--- src/rtl/i2s_pkg.sv ---
// Shared I2S definitions: slot length, framing FSM states and lrclk polarity.
// Used by both the transmitter and the upstream receiver.
package i2s_pkg;

  localparam int unsigned SLOTBITS_DEF = 32;

  typedef enum logic {
    ST_SYNC = 1'b0,
    ST_RUN  = 1'b1
  } state_t;

  localparam logic LRCLK_LEFT  = 1'b0;
  localparam logic LRCLK_RIGHT = 1'b1;

endpackage

--- src/rtl/i2s_piso.sv ---
// Parallel-load / serial-out shifter, MSB first, zero-filled from the right.
// Load takes priority over shift.
module i2s_piso #(
  parameter int unsigned WIDTH = 32
) (
  input  logic             i_clk,
  input  logic             i_rst_n,
  input  logic             i_load,
  input  logic             i_shift,
  input  logic [WIDTH-1:0] i_din,
  output logic             o_dout
);

  logic [WIDTH-1:0] r_sreg;

  always_ff @(posedge i_clk or negedge i_rst_n) begin
    if (!i_rst_n) begin
      r_sreg <= '0;
    end else if (i_load) begin
      r_sreg <= i_din;
    end else if (i_shift) begin
      r_sreg <= {r_sreg[WIDTH-2:0], 1'b0};
    end
  end

  assign o_dout = r_sreg[WIDTH-1];

endmodule

--- src/rtl/i2s_tx.sv ---
// I2S transmitter: serialises a stereo pair MSB-first against an external lrclk,
// checks slot framing and resynchronises on the next falling lrclk edge after a fault.
module i2s_tx
  import i2s_pkg::*;
#(
  parameter int unsigned BITSIZE  = 16,
  parameter int unsigned SLOTBITS = SLOTBITS_DEF
) (
  input  logic               bclk,
  input  logic               resetn,
  input  logic               enable,
  input  logic               lrclk,
  input  logic [BITSIZE-1:0] left_in,
  input  logic [BITSIZE-1:0] right_in,
  output logic               sdata,
  output logic               sample_req,
  output logic               frame_err
);

  localparam int unsigned   CW       = (SLOTBITS > 1) ? $clog2(SLOTBITS) : 1;
  localparam logic [CW-1:0] CNT_LAST = CW'(SLOTBITS - 1);
  localparam int unsigned   PAD      = SLOTBITS - BITSIZE;

  state_t              r_state;
  state_t              w_state_nxt;
  logic [CW-1:0]       r_cnt;
  logic [CW-1:0]       w_cnt_nxt;
  logic                r_lrclk_q;
  logic                r_hist_vld;
  logic [BITSIZE-1:0]  r_right_hold;
  logic                r_sdata;
  logic                r_req;
  logic                r_err;

  logic                w_fall;
  logic                w_rise;
  logic                w_edge;
  logic                w_at_end;
  logic                w_load;
  logic                w_load_left;
  logic                w_shift;
  logic                w_latch;
  logic                w_sdata_nxt;
  logic                w_req_nxt;
  logic                w_err_nxt;
  logic                w_piso_out;
  logic [SLOTBITS-1:0] w_piso_din;

  // r_lrclk_q resets high, but the first sample after reset has no real history,
  // so edges are only qualified once r_hist_vld is set.
  assign w_fall   = r_hist_vld && (lrclk == LRCLK_LEFT)  && (r_lrclk_q == LRCLK_RIGHT);
  assign w_rise   = r_hist_vld && (lrclk == LRCLK_RIGHT) && (r_lrclk_q == LRCLK_LEFT);
  assign w_edge   = w_fall || w_rise;
  assign w_at_end = (r_cnt == CNT_LAST);

  assign w_piso_din = w_load_left ? (SLOTBITS'(left_in) << PAD)
                                  : (SLOTBITS'(r_right_hold) << PAD);

  always_comb begin
    w_state_nxt = r_state;
    w_cnt_nxt   = r_cnt;
    w_load      = 1'b0;
    w_load_left = 1'b0;
    w_shift     = 1'b0;
    w_latch     = 1'b0;
    w_sdata_nxt = 1'b0;
    w_req_nxt   = 1'b0;
    w_err_nxt   = 1'b0;
    if (!enable) begin
      w_state_nxt = ST_SYNC;
      w_cnt_nxt   = '0;
    end else begin
      case (r_state)
        ST_SYNC: begin
          w_cnt_nxt = '0;
          if (w_fall) begin
            w_load      = 1'b1;
            w_load_left = 1'b1;
            w_latch     = 1'b1;
            w_req_nxt   = 1'b1;
            w_state_nxt = ST_RUN;
          end
        end
        ST_RUN: begin
          w_sdata_nxt = w_piso_out;
          if (w_at_end && w_edge) begin
            // Falling edge starts a new frame: capture both channels together.
            w_load      = 1'b1;
            w_load_left = w_fall;
            w_latch     = w_fall;
            w_req_nxt   = w_fall;
            w_cnt_nxt   = '0;
          end else if (w_at_end || w_edge) begin
            w_err_nxt   = 1'b1;
            w_state_nxt = ST_SYNC;
            w_cnt_nxt   = '0;
          end else begin
            w_shift   = 1'b1;
            w_cnt_nxt = r_cnt + CW'(1);
          end
        end
      endcase
    end
  end

  always_ff @(posedge bclk or negedge resetn) begin
    if (!resetn) begin
      r_state      <= ST_SYNC;
      r_cnt        <= '0;
      r_lrclk_q    <= LRCLK_RIGHT;
      r_hist_vld   <= 1'b0;
      r_right_hold <= '0;
      r_sdata      <= 1'b0;
      r_req        <= 1'b0;
      r_err        <= 1'b0;
    end else begin
      r_state    <= w_state_nxt;
      r_cnt      <= w_cnt_nxt;
      r_lrclk_q  <= lrclk;
      r_hist_vld <= 1'b1;
      if (w_latch) begin
        r_right_hold <= right_in;
      end
      r_sdata <= w_sdata_nxt;
      r_req   <= w_req_nxt;
      r_err   <= w_err_nxt;
    end
  end

  i2s_piso #(
    .WIDTH(SLOTBITS)
  ) u_piso (
    .i_clk   (bclk),
    .i_rst_n (resetn),
    .i_load  (w_load),
    .i_shift (w_shift),
    .i_din   (w_piso_din),
    .o_dout  (w_piso_out)
  );

  assign sdata      = r_sdata;
  assign sample_req = r_req;
  assign frame_err  = r_err;

endmodule
--- config.mk ---
export PLATFORM = sky130hd
export DESIGN_NAME = i2s_tx
export DESIGN_NICKNAME = d
export VERILOG_FILES = /design/src/rtl/i2s_pkg.sv /design/src/rtl/i2s_piso.sv /design/src/rtl/i2s_tx.sv
export SDC_FILE = /design/constraint.sdc
export NUM_CORES = 1
export LEC_CHECK = 0
export BUFFER_PORTS_ARGS = -buffer_cell sky130_fd_sc_hd__buf_2
export CAP_MARGIN = 20
export CORE_ASPECT_RATIO = 1.1
export CORE_MARGIN = 8
export CORE_UTILIZATION = 58
export DETAILED_ROUTE_END_ITERATION = 6
export PLACE_DENSITY_LB_ADDON = 0.3
export REMOVE_ABC_BUFFERS = 1
export SETUP_SLACK_MARGIN = 0.05
export SYNTH_ARGS = -nofsm -noshare
export SYNTH_HDL_FRONTEND = slang
export SYNTH_SLANG_ARGS = --single-unit
export TNS_END_PERCENT = 20
--- constraint.sdc ---
create_clock -name bclk -period 4.4 [get_ports bclk]
set_input_delay 0.88 -clock bclk [delete_from_list [all_inputs] [get_ports bclk]]
set_output_delay 0.88 -clock bclk [all_outputs]
set_load 0.05 [all_outputs]
# Word-level counts from Yosys, hierarchy flattened
# Index checks and enable logic that the tools add are counted.
[word_totals]
regBits = 59
input_bits = 36
output_inout_bits = 3
[classes]
add_sub_neg = 1
eq_ne = 1
mux = 27
bitwise = 3
n_reduce_logical = 8
[ops]
columns = ["operator", "n"]
rows = [
  ["two-way mux 32 bit", 3],
  ["two-way mux 1 bit", 17],
  ["two-way mux 5 bit", 3],
  ["case mux 5 bit (2 select lines)", 1],
  ["case mux 1 bit (2 select lines)", 3],
  ["adder 5 x 1 -> 5 bit, second input constant", 1],
  ["== test 5 bit, second input constant", 1],
  ["logical AND 1 bit", 5],
  ["inverter 1 bit", 3],
  ["logical OR 1 bit", 2],
  ["nonzero test 2 bit", 1],
]

# Depth between registers and ports, before layout
# Gate-level depths: netlist of run 1.
[depth]
ltp_word = 11
mapped_depth = 9
ltp_nobuf = 9

# Cells and area by module
# A second synthesis of run 1 with hierarchy kept.
[unflattened]
cells_unflattened = 236
hier_area_um2 = 2955.3
[by_module_without_submodules]
columns = ["module", "instances", "cells_each", "area_per_inst_um2"]
rows = [
  ["i2s_piso", 1, 139, 1512.7],
  ["i2s_tx", 1, 97, 1442.6],
]

# Worst setup path after synthesis of run 1
# No wires, ideal clock.
[synth_path]
kind = "input -> register"
from = "input port lrclk"
to = "register u_piso.r_sreg[28]"
setup_ps = 79
arrival_time_ps = 2205
required_ps = 4321
slack_ps = 2116
stages = 7
path_cell_list = "xor2_1 > and2_1 > ha_1 > and2_1 > o21ai_4 > buf_4 > mux2i_1"
[synth_via]
elab_chain_len = 10
[synth_rtl]
columns = ["element", "line_no", "source"]
rows = [
  ["start, declared", "i2s_tx.sv:12", "input logic lrclk,"],
  ["inverter 1 bit", "i2s_tx.sv:51", "assign w_fall = r_hist_vld && (lrclk == LRCLK_LEFT) && (r_lrclk_q == LRCLK_RIGHT);"],
  ["logical AND 1 bit (2 in a row)", "i2s_tx.sv:51", ""],
  ["logical OR 1 bit", "i2s_tx.sv:53", "assign w_edge = w_fall || w_rise;"],
  ["logical AND 1 bit / logical OR 1 bit (equally long branches)", "i2s_tx.sv:86, i2s_tx.sv:93", ""],
  ["two-way mux 1 bit, on equally long branches", "i2s_tx.sv:86, i2s_tx.sv:93", ""],
  ["case mux 1 bit (2 select lines) / two-way mux 1 bit (equally long branches)", "i2s_tx.sv:73, i2s_tx.sv:86", ""],
  ["two-way mux 1 bit, on equally long branches", "i2s_tx.sv:69, i2s_tx.sv:73", ""],
  ["two-way mux 32 bit / two-way mux 1 bit (equally long branches)", "i2s_tx.sv:56, i2s_tx.sv:69", ""],
  ["two-way mux 32 bit / nonzero test 2 bit (equally long branches)", "-", ""],
  ["end signal, assigned", "i2s_piso.sv:20", "r_sreg <= i_din;"],
  ["end signal, assigned", "i2s_piso.sv:22", "r_sreg <= {r_sreg[WIDTH-2:0], 1'b0};"],
  ["end, declared", "i2s_piso.sv:14", "logic [WIDTH-1:0] r_sreg;"],
]
# Several ways; a longest one is shown, not always the timed one.
# A chain may end at the register's enable or synchronous reset.

# Worst setup path after layout of run 1
[layout_path]
from = "register r_cnt[0]"
to = "register u_piso.r_sreg[27]"
[layout_via]
elab_chain_len = 7
[layout_rtl]
columns = ["element", "line_no", "source"]
rows = [
  ["start, declared", "i2s_tx.sv:26", "logic [CW-1:0] r_cnt;"],
  ["start signal, assigned", "i2s_tx.sv:118", "r_cnt <= w_cnt_nxt;"],
  ["== test 5 bit *", "i2s_tx.sv:54", "assign w_at_end = (r_cnt == CNT_LAST);"],
  ["logical AND 1 bit / logical OR 1 bit (equally long branches)", "i2s_tx.sv:86, i2s_tx.sv:93", ""],
  ["two-way mux 1 bit, on equally long branches", "i2s_tx.sv:86, i2s_tx.sv:93", ""],
  ["case mux 1 bit (2 select lines) / two-way mux 1 bit (equally long branches)", "i2s_tx.sv:73, i2s_tx.sv:86", ""],
  ["two-way mux 1 bit, on equally long branches", "i2s_tx.sv:69, i2s_tx.sv:73", ""],
  ["two-way mux 32 bit / two-way mux 1 bit (equally long branches)", "i2s_tx.sv:56, i2s_tx.sv:69", ""],
  ["two-way mux 32 bit / nonzero test 2 bit (equally long branches)", "-", ""],
]
# Mark *: on every way between the ends. The rest lies on a longest branch, timed or not.

==> reports/qor.csv, run 1 <==
stage,metric,value,unit
yosys,synth_cells,147,
sta,worst_slew_pin_slew,0.931,ns
pwr,irDropWorstVdd,0.000262,V
critical_path,critPathMaxStageDelay,0.67,ns
sta,drv_slew,0,
route,drt-initial-drc-count,80,
route,routed_wl,3480,microns
critical_path,endpoint_kind,flop,
sta,fin_crit,2.44,ns
clock_network,cts.clk_slew.worst_paths,0.11,ns
final_layout,nNetsFinal,227,
yosys,synth-edff-count,0,
critical_path,worstPathCellList,"ha_1, and3_1, ha_1, nand2b_1, nand3_2, mux2i_1, o21ai_0",
grt,grt_max_degree,44,
final_layout,drive_above_1_share,0.358,
critical_path,crit_path_end,u_piso.r_sreg[27],
place,portBuffers,38,
clock_network,cts_buffers,5,
worst_hold_path,hold_path_class,flop to flop,
clock_network,clock-sinks,43,
sta,period_share,0.553,
critical_path,cp_top_family,simple AND/OR/NAND/NOR gates,
flow_run,drv_cap,0,
route,drt-pass1-iter-count,4,
sta,slew_headroom,0.379,
floorplanning,start_util,0.604,
run_status,outcome,completed,
final_layout,num_antenna_cells,0,
pwr,p_leak,1.28,nW
critical_path,crit_start,r_cnt[0],
yosys,synth_area_per_cell,13.6,sq um
floorplanning,die_y,77.5,microns
grt,antenna_found_initial,0,
critical_path,slowest_stage,nand3_2,
sta,setup_viol,0,
clock_network,postCtsSetupBuffers,0,
final_layout,final_area,2260,sq um
clock_network,insertion_delay,0.35,ns
pwr,powerDensity,409,nW/um^2
critical_path,regToRegEndpoint,u_piso.r_sreg[27],
critical_path,crit_buf_inv,0,
critical_path,cp.required,4.62,ns
grt,overflow,0,
route,wl_per_cell,15.6,microns
floorplanning,rows,22,
critical_path,worst-r2r-setup-slack,1.96,ns
clock_network,cts_resized,0,
critical_path,crit_arrival,2.65,ns
yosys,synth_cell_types,28,
critical_path,reg2reg_from,r_cnt[0],
sta,fin_hold_ws,0.487,ns
yosys,synth-main-ff-cell,dfrtp_1,
yosys,synth_area,1990,sq um
final_layout,final_util,0.684,
final_layout,fillers,261,
clock_network,cts_tree,yes,
yosys,synthArstFlopShare,1.00,
clock_network,clockRootBuffer,clkbuf_4,
place,dp_hpwl,2580,microns
critical_path,crit_path_frequent_cell,ha_1,
yosys,ys_ff_latch,43,
floorplanning,dieArea,5570,sq um
route,drc_errors,0,
route,routed_via_density,5.67,
place,place_area,2190,sq um
critical_path,cp_max_fo,33,
yosys,ys_warn_count,0,
sta,hold_viol_final,0,
grt,grt_pass1_vias,1408,
route,ant_nets,0,
sta,setup_tns,0,ns
clock_network,hold_buffers,0,
pwr,p_total,0.000926,W
place,gp_congestion,0.831,
grt,grt_usage,0.134,
route,vias,1264,
sta,max_freq,411,MHz
floorplanning,pin_count,39,
floorplanning,die_x,71.9,microns
critical_path,worstSetupStartpointType,flop,
sta,rsz0062_at_grt,false,
critical_path,crit_cells,7,
sta,clock-skew-final,0.00905,ns
final_layout,syn_to_final_growth,13.4,%
floorplanning,core_area,3300,sq um
clock_network,htreeDepth,2,
grt,grt_pass1_wl,5920,microns
clock_network,clockBufferDepth,2,
yosys,synth_seq_area_share,0.540,
critical_path,worstRegToRegCells,7,
critical_path,crit_type,flop to flop,
==> worst min-delay path by stage <==
stage | startpoint | to | slack [ns] | cells after the start
floorplan | r_cnt[0] | r_cnt[0] | 0.44 | 1
global placement | r_cnt[0] | r_cnt[0] | 0.46 | 1
detailed placement | r_cnt[0] | r_cnt[0] | 0.47 | 1
CTS | r_cnt[0] | r_cnt[0] | 0.49 | 1
global route | r_cnt[0] | r_cnt[0] | 0.53 | 1
finish | r_cnt[0] | r_cnt[0] | 0.49 | 1
==> layout by cell type, fill, tap and decap left out, types with 2 or more instances in the layout <==
cell,count
nand2b_1,2
ha_1,5
and3_1,3
nand3_2,2
inv_1,3
nor3_1,3
clkbuf_8,2
and2_1,2
buf_2,38
o21ai_1,2
o21ai_0,6
clkbuf_4,5
xor2_1,2
nor3b_1,2
dfrtp_1,42
mux2i_1,32
nand3_1,2
a22oi_1,7
mux2_2,16
==> registers in the layout, summed over array words and instances, names as in the netlist <==
name / count
r_state: 1
frame_err: 1
u_piso.r_sreg: 16
r_right_hold: 16
sample_req: 1
r_lrclk_q: 1
sdata: 1
r_cnt: 5
r_hist_vld: 1
==> layer usage <==
| layer | share of wire | vias to the layer above | wire length (microns) | GRT usage |
|---|---|---|---|---|
| li1 | - | 611 | - | - |
| met1 | 0.41 | 618 | 1430 | 0.139 |
| met2 | 0.53 | 30 | 1840 | 0.235 |
| met3 | 0.046 | 5 | 159 | 0.0578 |
| met4 | 0.016 | 0 | 55 | 0.0491 |
| met5 | 0 | - | 0 | 0 |
==> through the flow <==
| step | setup WS [ns] | std cells |
|---|---|---|
| 2_1_floorplan | 2.13 | 141 |
| 3_3_place_gp | 1.76 | 215 |
| 3_5_place_dp | 1.68 | 215 |
| 4_1_cts | 1.89 | 223 |
| 5_1_grt | 1.70 | 223 |
| 6_report | 1.96 | 223 |
==> synth_stat cells (all sizes together), types with 3 or more instances <==
library cell  instances  area (sq um)
a22oi                 7          52.6
and3                  3          18.8
buf                   6          37.5
dfrtp                42          1050
ha                    5          62.6
inv                   3          11.3
mux2                 16           180
mux2i                32           320
nand3                 4          30.0
nor3                  3          15.0
o21ai                 9          56.3
==> area by class of cell <==
type	instances	area, sq um	area share
Multi-Input combinational cell	95	868	0.384
Timing Repair Buffer	38	190	0.0841
Inverter	3	11.3	0.00498
Tap cell	36	45.0	0.0199
Clock buffer	8	68.8	0.0304
Sequential cell	43	1080	0.476
==> logic make-up (layout without fill, tap and decap cells) <==
kind of cell / after synthesis / count (layout) / synth area share
multiplexers: 48 / 48 / 0.251
flip-flops: 43 / 43 / 0.540
AND/OR/NAND/NOR: 20 / 20 / 0.0753
AO/OA/AOI/OAI: 18 / 18 / 0.0627
buffers and inverters: 9 / 49 / 0.0245
adder cells (fa/ha/maj): 5 / 5 / 0.0314
XOR/XNOR: 3 / 3 / 0.0132
other: 1 / 1 / 0.00188
==> where the power goes <==
group          internal (W)  leakage [nW]  switching, W
Clock             0.0000941        0.0386      0.000120
Combinational     0.0000971         0.697     0.0000723
Sequential         0.000490         0.542     0.0000517
(Power assumes the default switching activity.)
==> run 2, diff against run 1 <==
Settings changed: CORE_UTILIZATION 58 to 49.
Clock period 4.4 ns to 2.2 ns, I/O delays scaled along.
==> run 2 against run 1 <==
Net effect:
- global-route usage shrank 0.85 points
- worst setup slack got worse by 1.8 ns
- final cell count up 10%
- critical path depth up 1
- die area is 14% higher
- total power is 110% higher
- sequential power grew 100%
- hold slack worse by 0.26 ns
- count of clock-buffer cells in the layout is 3 lower
- routed wire length is 9.9% higher
- clock power increased by 130%
- cell area is 6.6% higher
- critical path type unchanged
- critical endpoint is now u_piso.r_sreg[24]
- largest cell class unchanged
- highest routed layer unchanged
==> reports/qor.csv, run 2 (same netlist as run 1, synthesis figures left out) <==
stage,metric,value,unit
clock_network,htreeDepth,2,
clock_network,insertion_delay,0.30,ns
critical_path,endpoint_kind,flop,
place,dp_hpwl,2820,microns
sta,period_share,0.913,
critical_path,cp_max_fo,17,
final_layout,layout_common_cells,"dfrtp_1 (42), buf_2 (38), mux2i_1 (32)",
final_layout,num_antenna_cells,0,
route,drt-initial-drc-count,49,
route,wl_per_cell,15.5,microns
critical_path,cp.required,2.42,ns
grt,grt_pass1_wl,6490,microns
worst_hold_path,hold_path_class,primary input to async pin,
grt,antenna_found_initial,0,
critical_path,crit_type,flop to flop,
sta,max_freq,498,MHz
sta,drv_slew,0,
pwr,p_leak,1.33,nW
route,ant_nets,0,
critical_path,crit_start,r_cnt[1],
final_layout,nNetsFinal,234,
critical_path,worst-r2r-setup-slack,0.19,ns
sta,slew_headroom,0.466,
final_layout,drive_above_1_share,0.407,
sta,setup_tns,0,ns
floorplanning,core_area,3930,sq um
critical_path,crit_arrival,2.23,ns
floorplanning,rows,24,
route,drc_errors,0,
critical_path,worstSetupStartpointType,flop,
floorplanning,die_y,82.9,microns
route,vias,1300,
sta,setup_viol,0,
flow_run,drv_cap,0,
grt,grt_usage,0.126,
clock_network,clock-sinks,43,
clock_network,clockRootBuffer,clkbuf_8,
final_layout,syn_to_final_growth,20.9,%
sta,fin_crit,2.01,ns
floorplanning,dieArea,6370,sq um
route,drt-pass1-iter-count,4,
sta,rsz0062_at_grt,false,
place,portBuffers,38,
grt,overflow,0,
floorplanning,die_x,76.8,microns
grt,grt_max_degree,38,
final_layout,fillers,327,
run_status,outcome,completed,
clock_network,cts_tree,yes,
clock_network,hold_buffers,0,
place,gp_congestion,0.765,
sta,hold_viol_final,0,
clock_network,clockBufferDepth,2,
final_layout,reg_top3,"r_right_hold: 16 flops, u_piso.r_sreg: 16 flops, r_cnt: 5 flops",
pwr,irDropWorstVdd,0.000551,V
floorplanning,start_util,0.507,
floorplanning,pin_count,39,
final_layout,final_util,0.613,
pwr,powerDensity,798,nW/um^2
route,routed_via_density,5.28,
sta,worst_slew_pin_slew,0.801,ns
route,routed_wl,3830,microns
sta,clock-skew-final,0.00691,ns
clock_network,cts_buffers,5,
grt,grt_pass1_vias,1452,
clock_network,cts.clk_slew.worst_paths,0.08,ns
critical_path,reg2reg_from,r_cnt[1],
final_layout,layout_commonest_cell,dfrtp_1,
run 2: cell types whose count changed in the layout (fill, tap and decap cells not counted), moves of 3 or more:
cell	change
clkbuf_4	-5
buf_12	+3
clkbuf_8	+3
ha_2	+3
clkinv_2	+3
ha_1	-3
buf_4	+4
run 2: path summary, 6_finish.rpt:
check,end,depth (start not counted)
worst max-delay path,u_piso.r_sreg[24],8
worst min-delay path,r_cnt[2],1
worst max register to register,u_piso.r_sreg[24],8
worst min register to register,u_piso.r_sreg[30],2
max in group asynchronous,r_right_hold[13],2
min in group bclk,r_lrclk_q,1
run 2: area by class of cell:
cell class                 count  area, sq um  share of cell area
clock buffer                   5         68.8              0.0285
clock inverter                 3         15.0             0.00623
inverter                       3         11.3             0.00467
multi-input combinational     95          893               0.371
sequential                    43         1080               0.447
tap                           52         65.1              0.0270
timing repair buffer          45          280               0.116
run 2: per-layer routing:
layer | global-route usage | share of wire | vias to the layer above
met1 | 0.132 | 0.40 | 648
met4 | 0.0525 | 0.016 | 0
li1 | - | - | 623
met3 | 0.0420 | 0.041 | 5
met5 | 0 | 0 | -
met2 | 0.224 | 0.54 | 24
run 2: worst max-delay path, cell delays in order (launching register included):
cell	delay (ns)
dfrtp_1	0.39
ha_2	0.19
and3_1	0.18
ha_2	0.19
ha_1	0.25
and2_1	0.20
o21ai_4	0.15
buf_12	0.17
mux2i_1	0.19
run 2: stage by stage:
| stage | setup WS [ns] | total power, W | instance area [sq um] | hold slack, ns | instances |
|---|---|---|---|---|---|
| final | 0.191 | 0.00192 | 2410 | 0.228 | 246 |
| after global placement | 0.178 | 0.00142 | 2290 | 0.448 | 236 |
| after floorplan | 0.0500 | 0.00132 | 1960 | 0.144 | 141 |
| after global routing | 0.0394 | 0.00203 | 2410 | 0.274 | 246 |
| after CTS | 0.0568 | 0.00194 | 2370 | 0.245 | 244 |
| after detailed placement | 0.0760 | 0.00146 | 2290 | 0.489 | 236 |
run 2: power by group:
part | internal [W] | total (W) | leakage, nW | switching, W
sequential | 0.000981 | 0.00109 | 0.542 | 0.000104
clock | 0.000217 | 0.000482 | 0.0477 | 0.000264
combinational | 0.000206 | 0.000357 | 0.743 | 0.000152
total | 0.00140 | 0.00192 | 1.33 | 0.000520
run 2: timing repair:
action / 4_1_cts / 5_1_grt
setup buffers: 0 / 2
endpoints found under the setup margin: 0 / 16
gates resized for setup: 0 / 7
==> run 3, diff against run 2 <==
Settings changed: PLACE_DENSITY from default to 0.78, PLACE_DENSITY_LB_ADDON 0.3 to default.
==> run 3 against run 2 <==
Net effect:
- sequential share of layout area about the same
- largest power group unchanged
- register-to-register slack about the same
- combinational power about the same
- count of clock-buffer cells in the layout increased by 2
- sequential power about the same
- flip-flop and latch count unchanged
- first-iteration DRC count decreased by 8.2%
- global-route usage decreased by 0.065 points
- critical path type unchanged
- cell area increased by 0.10%
- hold slack got worse by 0.18 ns
- highest routed layer unchanged
==> reports/qor.csv, run 3 (same netlist as run 1, synthesis figures left out) <==
stage,metric,value,unit
sta,clock-skew-final,0.00695,ns
place,dp_hpwl,2790,microns
critical_path,reg2reg_from,r_cnt[0],
floorplanning,dieArea,6370,sq um
critical_path,worstRegToRegCells,8,
final_layout,num_antenna_cells,0,
final_layout,syn_to_final_growth,21.0,%
clock_network,htreeDepth,2,
clock_network,cts_tree,yes,
clock_network,insertion_delay,0.30,ns
critical_path,endpoint_kind,flop,
place,post-place-ws,0.118,ns
route,wl_per_cell,15.2,microns
critical_path,cp_top_family,adder cells,
route,routed_via_density,5.15,
final_layout,seqCellArea,1080,sq um
floorplanning,rows,24,
sta,drv_slew,0,
critical_path,crit_start,r_cnt[0],
sta,fin_crit,2.02,ns
critical_path,worstSetupStartpointType,flop,
critical_path,worstPathCellList,"ha_2, and3_1, ha_2, ha_1, and2_1, o21ai_4, buf_12, mux2i_1",
final_layout,layout_commonest_cell,dfrtp_1,
flow_run,drv_cap,0,
run_status,outcome,completed,
pwr,irDropWorstVdd,0.000566,V
sta,max_freq,496,MHz
route,drt-pass1-iter-count,4,
clock_network,clockBufferDepth,2,
critical_path,cp_max_fo,17,
clock_network,clock-sinks,43,
grt,grt_max_degree,28,
grt,grt_usage,0.125,
critical_path,critPathMaxStageDelay,0.41,ns
critical_path,crit_type,flop to flop,
pwr,powerDensity,824,nW/um^2
final_layout,post_layout_nonfiller_instances,247,
place,gp_congestion,0.772,
critical_path,slowest_stage,dfrtp_1,
clock_network,clockRootBuffer,clkbuf_8,
clock_network,cts.clk_slew.worst_paths,0.08,ns
critical_path,cp.required,2.42,ns
route,drt-initial-drc-count,45,
final_layout,reg_top3,"r_right_hold: 16 flops, u_piso.r_sreg: 16 flops, r_cnt: 5 flops",
grt,antenna_found_initial,0,
route,vias,1271,
floorplanning,core_area,3930,sq um
sta,setup_tns,0,ns
grt,overflow,0,
critical_path,worst-r2r-setup-slack,0.18,ns
sta,fin_ws,0.182,ns
sta,hold_viol_final,0,
critical_path,crit_buf_inv,1,
route,routed_wl,3750,microns
grt,grt_pass1_vias,1441,
final_layout,nNetsFinal,235,
floorplanning,die_x,76.8,microns
place,portBuffers,38,
route,ant_nets,0,
place,dp_cells,238,
critical_path,crit_path_frequent_cell,ha_2,
pwr,p_total,0.00199,W
clock_network,cts_buffers,5,
critical_path,crit_arrival,2.24,ns
final_layout,layout_common_cells,"dfrtp_1 (42), buf_2 (38), mux2i_1 (32)",
pwr,p_leak,1.33,nW
final_layout,multi_input_area,881,sq um
worst_hold_path,hold_path_class,primary input to async pin,
final_layout,final_util,0.614,
final_layout,drive_above_1_share,0.410,
critical_path,crit_cells,8,
floorplanning,start_util,0.507,
sta,period_share,0.917,
final_layout,fillers,332,
floorplanning,die_y,82.9,microns
sta,setup_viol,0,
grt,grt_pass1_wl,6510,microns
floorplanning,pin_count,39,
route,drc_errors,0,
sta,rsz0062_at_grt,false,
run 3: through the flow:
stage	instance area [sq um]	hold WS (ns)
after floorplan	1960	0.144
after global placement	2290	0.365
after detailed placement	2290	0.377
after CTS	2390	0.0539
after global routing	2410	0.0545
final	2410	0.0481
run 3: what timing repair did:
item | in CTS | in global routing
setup endpoints to repair | 0 | 16
hold endpoints to repair | 0 | 0
hold buffers | 0 | 0
setup buffers | 0 | 1
resized for setup | 0 | 7
run 3: final cells by class:
class                           count  area share
Multi-Input combinational cell     95       0.365
Tap cell                           52      0.0270
Sequential cell                    43       0.446
Clock inverter                      1     0.00311
Clock buffer                        7      0.0399
Inverter                            3     0.00467
Timing Repair Buffer               46       0.114
run 3: per-layer routing:
layer  GRT usage  vias to the layer above  share of wire
li1            -                      620              -
met1       0.134                      609           0.43
met2       0.212                       34           0.49
met3      0.0474                        8          0.051
met4      0.0595                        0          0.023
met5           0                        -              0
run 3: final timing paths:
kind,end
max in group asynchronous,r_right_hold[0]
worst min register to register,r_right_hold[2]
worst max-delay path,u_piso.r_sreg[31]
worst max register to register,u_piso.r_sreg[31]
min in group bclk,r_lrclk_q
worst min-delay path,r_cnt[3]
run 3: worst register-to-register path: cells and delay by family, from the launching register on:
family                     cells  cell delay [ns]
muxes                          1             0.20
DFF                            1             0.41
adders and majority gates      3             0.63
AOI/OAI and AO/OA              1             0.15
and+or+nand+nor                2             0.39
buffers and inverters          1             0.17
run 3: where the power goes:
part,switching [W],internal [W]
Sequential,0.000103,0.000981
Clock,0.000265,0.000285
Combinational,0.000149,0.000206
